## config.mk

```make
export PLATFORM = sky130hd
export DESIGN_NAME = cook_timer
export DESIGN_NICKNAME = d
export VERILOG_FILES = /design/src/rtl/microwave_pkg.sv /design/src/rtl/sec_tick_gen.sv /design/src/rtl/cook_timer.sv
export SDC_FILE = /design/constraint.sdc
export NUM_CORES = 1
export LEC_CHECK = 0
export ABC_AREA = 0
export CAP_MARGIN = 10
export CELL_PAD_IN_SITES_DETAIL_PLACEMENT = 0
export CELL_PAD_IN_SITES_GLOBAL_PLACEMENT = 1
export CORE_UTILIZATION = 40
export DETAILED_ROUTE_END_ITERATION = 10
export GPL_ROUTABILITY_DRIVEN = 0
export PLACE_DENSITY_LB_ADDON = 0.1
export SYNTH_ARGS = -nofsm -noshare
export SYNTH_HDL_FRONTEND = slang
export SYNTH_SLANG_ARGS = --single-unit
```

## constraint.sdc

```tcl
create_clock -name clk -period 3 [get_ports clk]
set_input_delay 0.6 -clock clk [delete_from_list [all_inputs] [get_ports clk]]
set_output_delay 0.6 -clock clk [all_outputs]
set_load 0.005 [all_outputs]
```

## src/rtl/microwave_pkg.sv

```systemverilog
// Shared types and constants for the microwave controller blocks.
// Digits are 4-bit BCD; the seconds tens digit wraps to 5, all others to 9.
package microwave_pkg;

  typedef enum logic [1:0] {IDLE, LOADED, RUNNING, PAUSED} state_t;

  typedef logic [3:0] bcd_t;

  localparam bcd_t BCD_MAX      = 4'd9;
  localparam bcd_t SEC_TENS_MAX = 4'd5;

  // Value a digit takes when it borrows; index 0 is seconds ones, 3 is minutes tens.
  function automatic bcd_t borrow_value(input int idx);
    return (idx == 1) ? SEC_TENS_MAX : BCD_MAX;
  endfunction

endpackage

```

## src/rtl/sec_tick_gen.sv

```systemverilog
// One-second tick prescaler. It counts only while run is high and holds otherwise,
// so a paused countdown resumes without losing or gaining a partial second.
module sec_tick_gen #(
  parameter int unsigned TICK_DIV = 100000000
) (
  input  logic clk,
  input  logic resetn,
  input  logic run,
  input  logic restart,
  output logic tick
);

  localparam int unsigned CW = $clog2(TICK_DIV);
  localparam logic [CW-1:0] LAST = CW'(TICK_DIV - 1);

  logic [CW-1:0] cnt_q, cnt_d;

  always_comb begin
    cnt_d = cnt_q;
    if (restart) begin
      cnt_d = '0;
    end else if (run) begin
      cnt_d = (cnt_q == LAST) ? '0 : cnt_q + CW'(1);
    end
  end

  always_ff @(posedge clk or negedge resetn) begin
    if (!resetn) begin
      cnt_q <= '0;
    end else begin
      cnt_q <= cnt_d;
    end
  end

  assign tick = run && (cnt_q == LAST);

endmodule

```

## src/rtl/cook_timer.sv

```systemverilog
// BCD MM:SS countdown timer: keypad entry while idle/loaded, one-second countdown
// while the magnetron latch enables it, and an expiry level/pulse for the controller.
module cook_timer
  import microwave_pkg::*;
#(
  parameter int unsigned TICK_DIV = 100000000
) (
  input  logic       clk,
  input  logic       resetn,
  input  logic       enable,
  input  logic       clear,
  input  logic       key_valid,
  input  logic [3:0] key_digit,
  output logic [3:0] min_tens,
  output logic [3:0] min_ones,
  output logic [3:0] sec_tens,
  output logic [3:0] sec_ones,
  output logic       timer_done,
  output logic       done_pulse
);

  state_t state_q, state_d;
  bcd_t   digit_q [4];
  bcd_t   digit_d [4];
  bcd_t   shift_val [4];
  bcd_t   dec_val [4];
  logic   done_pulse_q, done_pulse_d;
  logic   tick, run, restart;
  logic   key_ok, shift_zero, dec_zero;

  // The prescaler advances on every enabled cycle once a countdown has started,
  // including the cycle that resumes from a pause.
  assign run     = enable && ((state_q == RUNNING) || (state_q == PAUSED));
  assign restart = clear || ((state_q == LOADED) && enable);

  sec_tick_gen #(
    .TICK_DIV(TICK_DIV)
  ) u_tick (
    .clk    (clk),
    .resetn (resetn),
    .run    (run),
    .restart(restart),
    .tick   (tick)
  );

  assign key_ok = key_valid && !enable && (key_digit <= BCD_MAX);

  assign shift_val[0] = key_digit;
  generate
    for (genvar gi = 1; gi < 4; gi++) begin : g_shift
      assign shift_val[gi] = digit_q[gi-1];
    end
  endgenerate

  assign shift_zero = (shift_val[0] == '0) && (shift_val[1] == '0) &&
                      (shift_val[2] == '0) && (shift_val[3] == '0);

  // Borrow ripples up from seconds ones; only a zero digit wraps and passes it on.
  always_comb begin
    logic borrow;
    borrow = 1'b1;
    for (int i = 0; i < 4; i++) begin
      dec_val[i] = digit_q[i];
      if (borrow) begin
        if (digit_q[i] == '0) begin
          dec_val[i] = borrow_value(i);
        end else begin
          dec_val[i] = digit_q[i] - 4'd1;
          borrow     = 1'b0;
        end
      end
    end
  end

  assign dec_zero = (dec_val[0] == '0) && (dec_val[1] == '0) &&
                    (dec_val[2] == '0) && (dec_val[3] == '0);

  always_comb begin
    state_d      = state_q;
    digit_d      = digit_q;
    done_pulse_d = 1'b0;
    if (clear) begin
      for (int i = 0; i < 4; i++) begin
        digit_d[i] = '0;
      end
      state_d = IDLE;
    end else if (tick) begin
      digit_d = dec_val;
      if (dec_zero) begin
        state_d      = IDLE;
        done_pulse_d = 1'b1;
      end else begin
        state_d = RUNNING;
      end
    end else begin
      case (state_q)
        IDLE, LOADED: begin
          if ((state_q == LOADED) && enable) begin
            state_d = RUNNING;
          end else if (key_ok) begin
            digit_d = shift_val;
            state_d = shift_zero ? IDLE : LOADED;
          end
        end
        RUNNING: if (!enable) state_d = PAUSED;
        PAUSED:  if (enable)  state_d = RUNNING;
      endcase
    end
  end

  always_ff @(posedge clk or negedge resetn) begin
    if (!resetn) begin
      state_q      <= IDLE;
      done_pulse_q <= 1'b0;
      for (int i = 0; i < 4; i++) begin
        digit_q[i] <= '0;
      end
    end else begin
      state_q      <= state_d;
      done_pulse_q <= done_pulse_d;
      digit_q      <= digit_d;
    end
  end

  assign sec_ones   = digit_q[0];
  assign sec_tens   = digit_q[1];
  assign min_ones   = digit_q[2];
  assign min_tens   = digit_q[3];
  assign timer_done = (digit_q[0] == '0) && (digit_q[1] == '0) &&
                      (digit_q[2] == '0) && (digit_q[3] == '0);
  assign done_pulse = done_pulse_q;

endmodule

```

==> impl_metrics.csv <==
group,metric,value,unit
timing,skew,0.0114,ns
worst_setup_path,cp_slowest_stage_delay,0.43,ns
global_routing,track_usage,22.0,%
clock_network,cts.sinks,46,
worst_setup_path,crit_slowest_cell,"dfrtp_1",
floorplanning,core_area,6530,sq um
hold_path,hp-class,"in -> async",
timing,setup_viol,0,
floorplanning,std_cell_rows,29,
worst_setup_path,worstSetupPathType,"reg -> out",
power,power.share.clock,37.4,%
synth,async_flop_share,100,%
outcome,status,"complete, no violations",
routing,vias,2490,
timing,rsz0062_at_grt,"no",
routing,ant_nets,0,
timing,fmax,0.396,GHz
global_routing,grt_max_degree,33,
finish,drive_gt1_share,9.74,%
timing,whs,0.183,ns
place,io_buffers,26,
routing,drt_iter0_markers,124,
power,p_int,0.963,mW
synth,synth-seq-cells,46,
finish,antenna_cells,0,
synth,synth.cell_area,2770,sq um
power,power_density,389,nW/um^2
clock_network,cts_tree,"built",
flow_run,cap_violations,0,
routing,wl,7290,um
floorplanning,die-area,7260,sq um
power,power.total,1.29,mW
synth,seq_area_frac_synth,41.6,%
timing,final_max_slew_viol_count,0,
clock_network,cts_hold_buf,0,
power,p_sw,0.323,mW
global_routing,grt_pass1_wl,12500,um
routing,wl_per_cell,17.1,um
timing,hold_viol,0,
clock_network,cts_buffers,5,
clock_network,cts_buffer_depth,2,
clock_network,htreeDepth,2,
routing,routed_via_density,5.85,
global_routing,grt_overflow,0,
synth,synth.avg_cell_area,8.93,sq um
timing,relSlewSlack,50.6,%
routing,drc,0,
worst_setup_path,cp-start-kind,"flop",
power,p_seq_share,49.9,%
worst_setup_path,end_kind,"primary output",
synth,synthCells,310,
power,power.share.combinational,12.7,%
floorplanning,die_y,85.2,um
timing,worstMarginPinSlew,0.734,ns
worst_setup_path,crit_required,2.40,ns
floorplanning,start_util,42.4,%
clock_network,clk_pin_slew_worst_paths,0.09,ns
timing,fin_crit_sh,84.1,%
global_routing,first_global_vias,2353,
synth,ys.flop_type,"dfrtp_1",
finish,final_common_cell,"dfrtp_1",
synth,syn_nets,320,
clock_network,cts-root-buf,"clkbuf_8",
finish,fin_nets,359,
finish,layout_common_cells,"45 x dfrtp_1, 41 x nor2_1, 36 x nand2_1, 24 x clkdlybuf4s50_1, 16 x buf_4",
synth,synth-edff-count,0,
worst_setup_path,crit_chain,"or3_4 -> or3_4 -> nor3_4 -> and2_1 -> dlymetal6s2s_1",
worst_setup_path,crit_path_frequent_cell,"or3_4",
finish,syn_to_final_growth,19.6,%
synth,yosysUniqueCellTypes,53,
place,dp_hpwl,5120,um
power,peakVddDrop,0.000212,V
floorplanning,die_w,85.2,um
power,p_leak,1.36,nW
clock_network,clk_latency,0.30,ns
timing,min_period,2.52,ns
global_routing,antenna_found_initial,0,
floorplanning,io_pins,27,
routing,firstDrtPassIters,4,
worst_setup_path,crit_fanout,5,
worst_setup_path,arrival,1.92,ns
synth,yosys_warnings,0,
power,sw_frac_of_total,25.1,%
timing,fin_setup_tns,0,ns
-- sequential cells by signal, indices dropped and copies added, names as in the netlist --
name	cells
sec_ones	4
u_tick.cnt_q	27
done_pulse	1
state_q	2
min_ones	4
min_tens	4
sec_tens	4
-- worst max-delay path, delay by kind of cell, from the launching register on --
family                 cells  cell delay (ns)
buffers and inverters      1             0.11
flip-flops                 1             0.43
AND/OR/NAND/NOR            4             1.08
-- cell usage after synthesis (all sizes together) (2+ instances only) --
master	number	area share [%]
dfrtp	46	42
nor2	41	5.6
nand2	36	4.9
nand3	14	2.5
nand4	14	3.4
xor2	14	4.4
and3	13	2.9
a211oi	11	3.0
nor4	11	3.5
o21ai	10	1.8
a31oi	9	2.0
mux2i	8	2.9
nor3	8	1.6
a21oi	7	1.3
or3	6	1.7
and4	5	1.6
buf	5	1.2
clkbuf	5	0.68
xnor2	5	1.6
inv	4	0.54
nor2b	4	0.90
o211ai	4	1.3
a32oi	2	0.63
a41oi	2	0.63
and2	2	0.45
nand2b	2	0.45
nand4b	2	0.63
o21a	2	0.54
o2bb2ai	2	0.63
o311ai	2	0.63
or4	2	0.68
-- what timing repair did --
item,in CTS,in global routing
pin swaps,1,4
gates resized for setup,2,1
setup buffers,1,3
endpoints found under the setup margin,1,1
-- per-layer routing --
layer	up-vias	part of all wire, %	global-route usage, %
met5	-	0	0
met4	0	0.75	5.08
li1	1233	-	-
met3	5	3.2	2.92
met1	1203	54	34.8
met2	49	42	31.6
-- logic make-up (layout without fill, tap and decap cells) --
logic type / Yosys count / count (layout) / synth area share (%)
AO/OA/AOI/OAI: 56 / 56 / 13.9
XOR/XNOR: 19 / 19 / 6.01
adder cells (fa/ha/maj): 1 / 1 / 0.452
buffers and inverters: 14 / 53 / 2.44
flip-flops: 46 / 46 / 41.6
multiplexers: 8 / 8 / 2.89
AND/OR/NAND/NOR: 166 / 166 / 32.7
-- path summary, 6_finish.rpt --
path	startpoint	to	slack, ns	cells after the start
min	resetn	min_ones[2]	0.18	1
max	sec_tens[0]	timer_done	0.48	5
max reg2reg	u_tick.cnt_q[12]	state_q[1]	0.76	5
min in group clk	u_tick.cnt_q[20]	u_tick.cnt_q[20]	0.52	1
min reg2reg	u_tick.cnt_q[20]	u_tick.cnt_q[20]	0.52	1
max in group asynchronous	resetn	sec_ones[3]	2.03	2
-- per-stage QoR --
stage | setup WS, ns | instance area (sq um) | utilization (%) | std cells
5_1_grt | 0.381 | 3310 | 50.7 | 426
3_3_place_gp | 0.250 | 3160 | 48.3 | 415
2_1_floorplan | 0.727 | 2770 | - | 310
4_1_cts | 0.0416 | 3280 | 50.3 | 423
3_5_place_dp | 0.218 | 3160 | 48.3 | 415
6_report | 0.477 | 3310 | 50.7 | 426
-- power by group through the flow --
stage          clock [mW]  combinational (mW)  sequential, mW
2_1_floorplan           0              0.0851           0.652
3_3_place_gp            0               0.152           0.654
3_5_place_dp            0               0.153           0.655
4_1_cts             0.500               0.156           0.642
5_1_grt             0.512               0.182           0.645
6_report            0.481               0.163           0.642
-- area by class of cell --
type / instances / area, sq um
clock inverter: 1 / 30.0
fill: 636 / 3220
tap: 77 / 96.3
sequential: 46 / 1150
multi-input combinational: 250 / 1560
inverter: 4 / 15.0
clock buffer: 6 / 82.6
timing repair buffer: 42 / 378
Note: power is estimated with default switching activity, not from simulation.
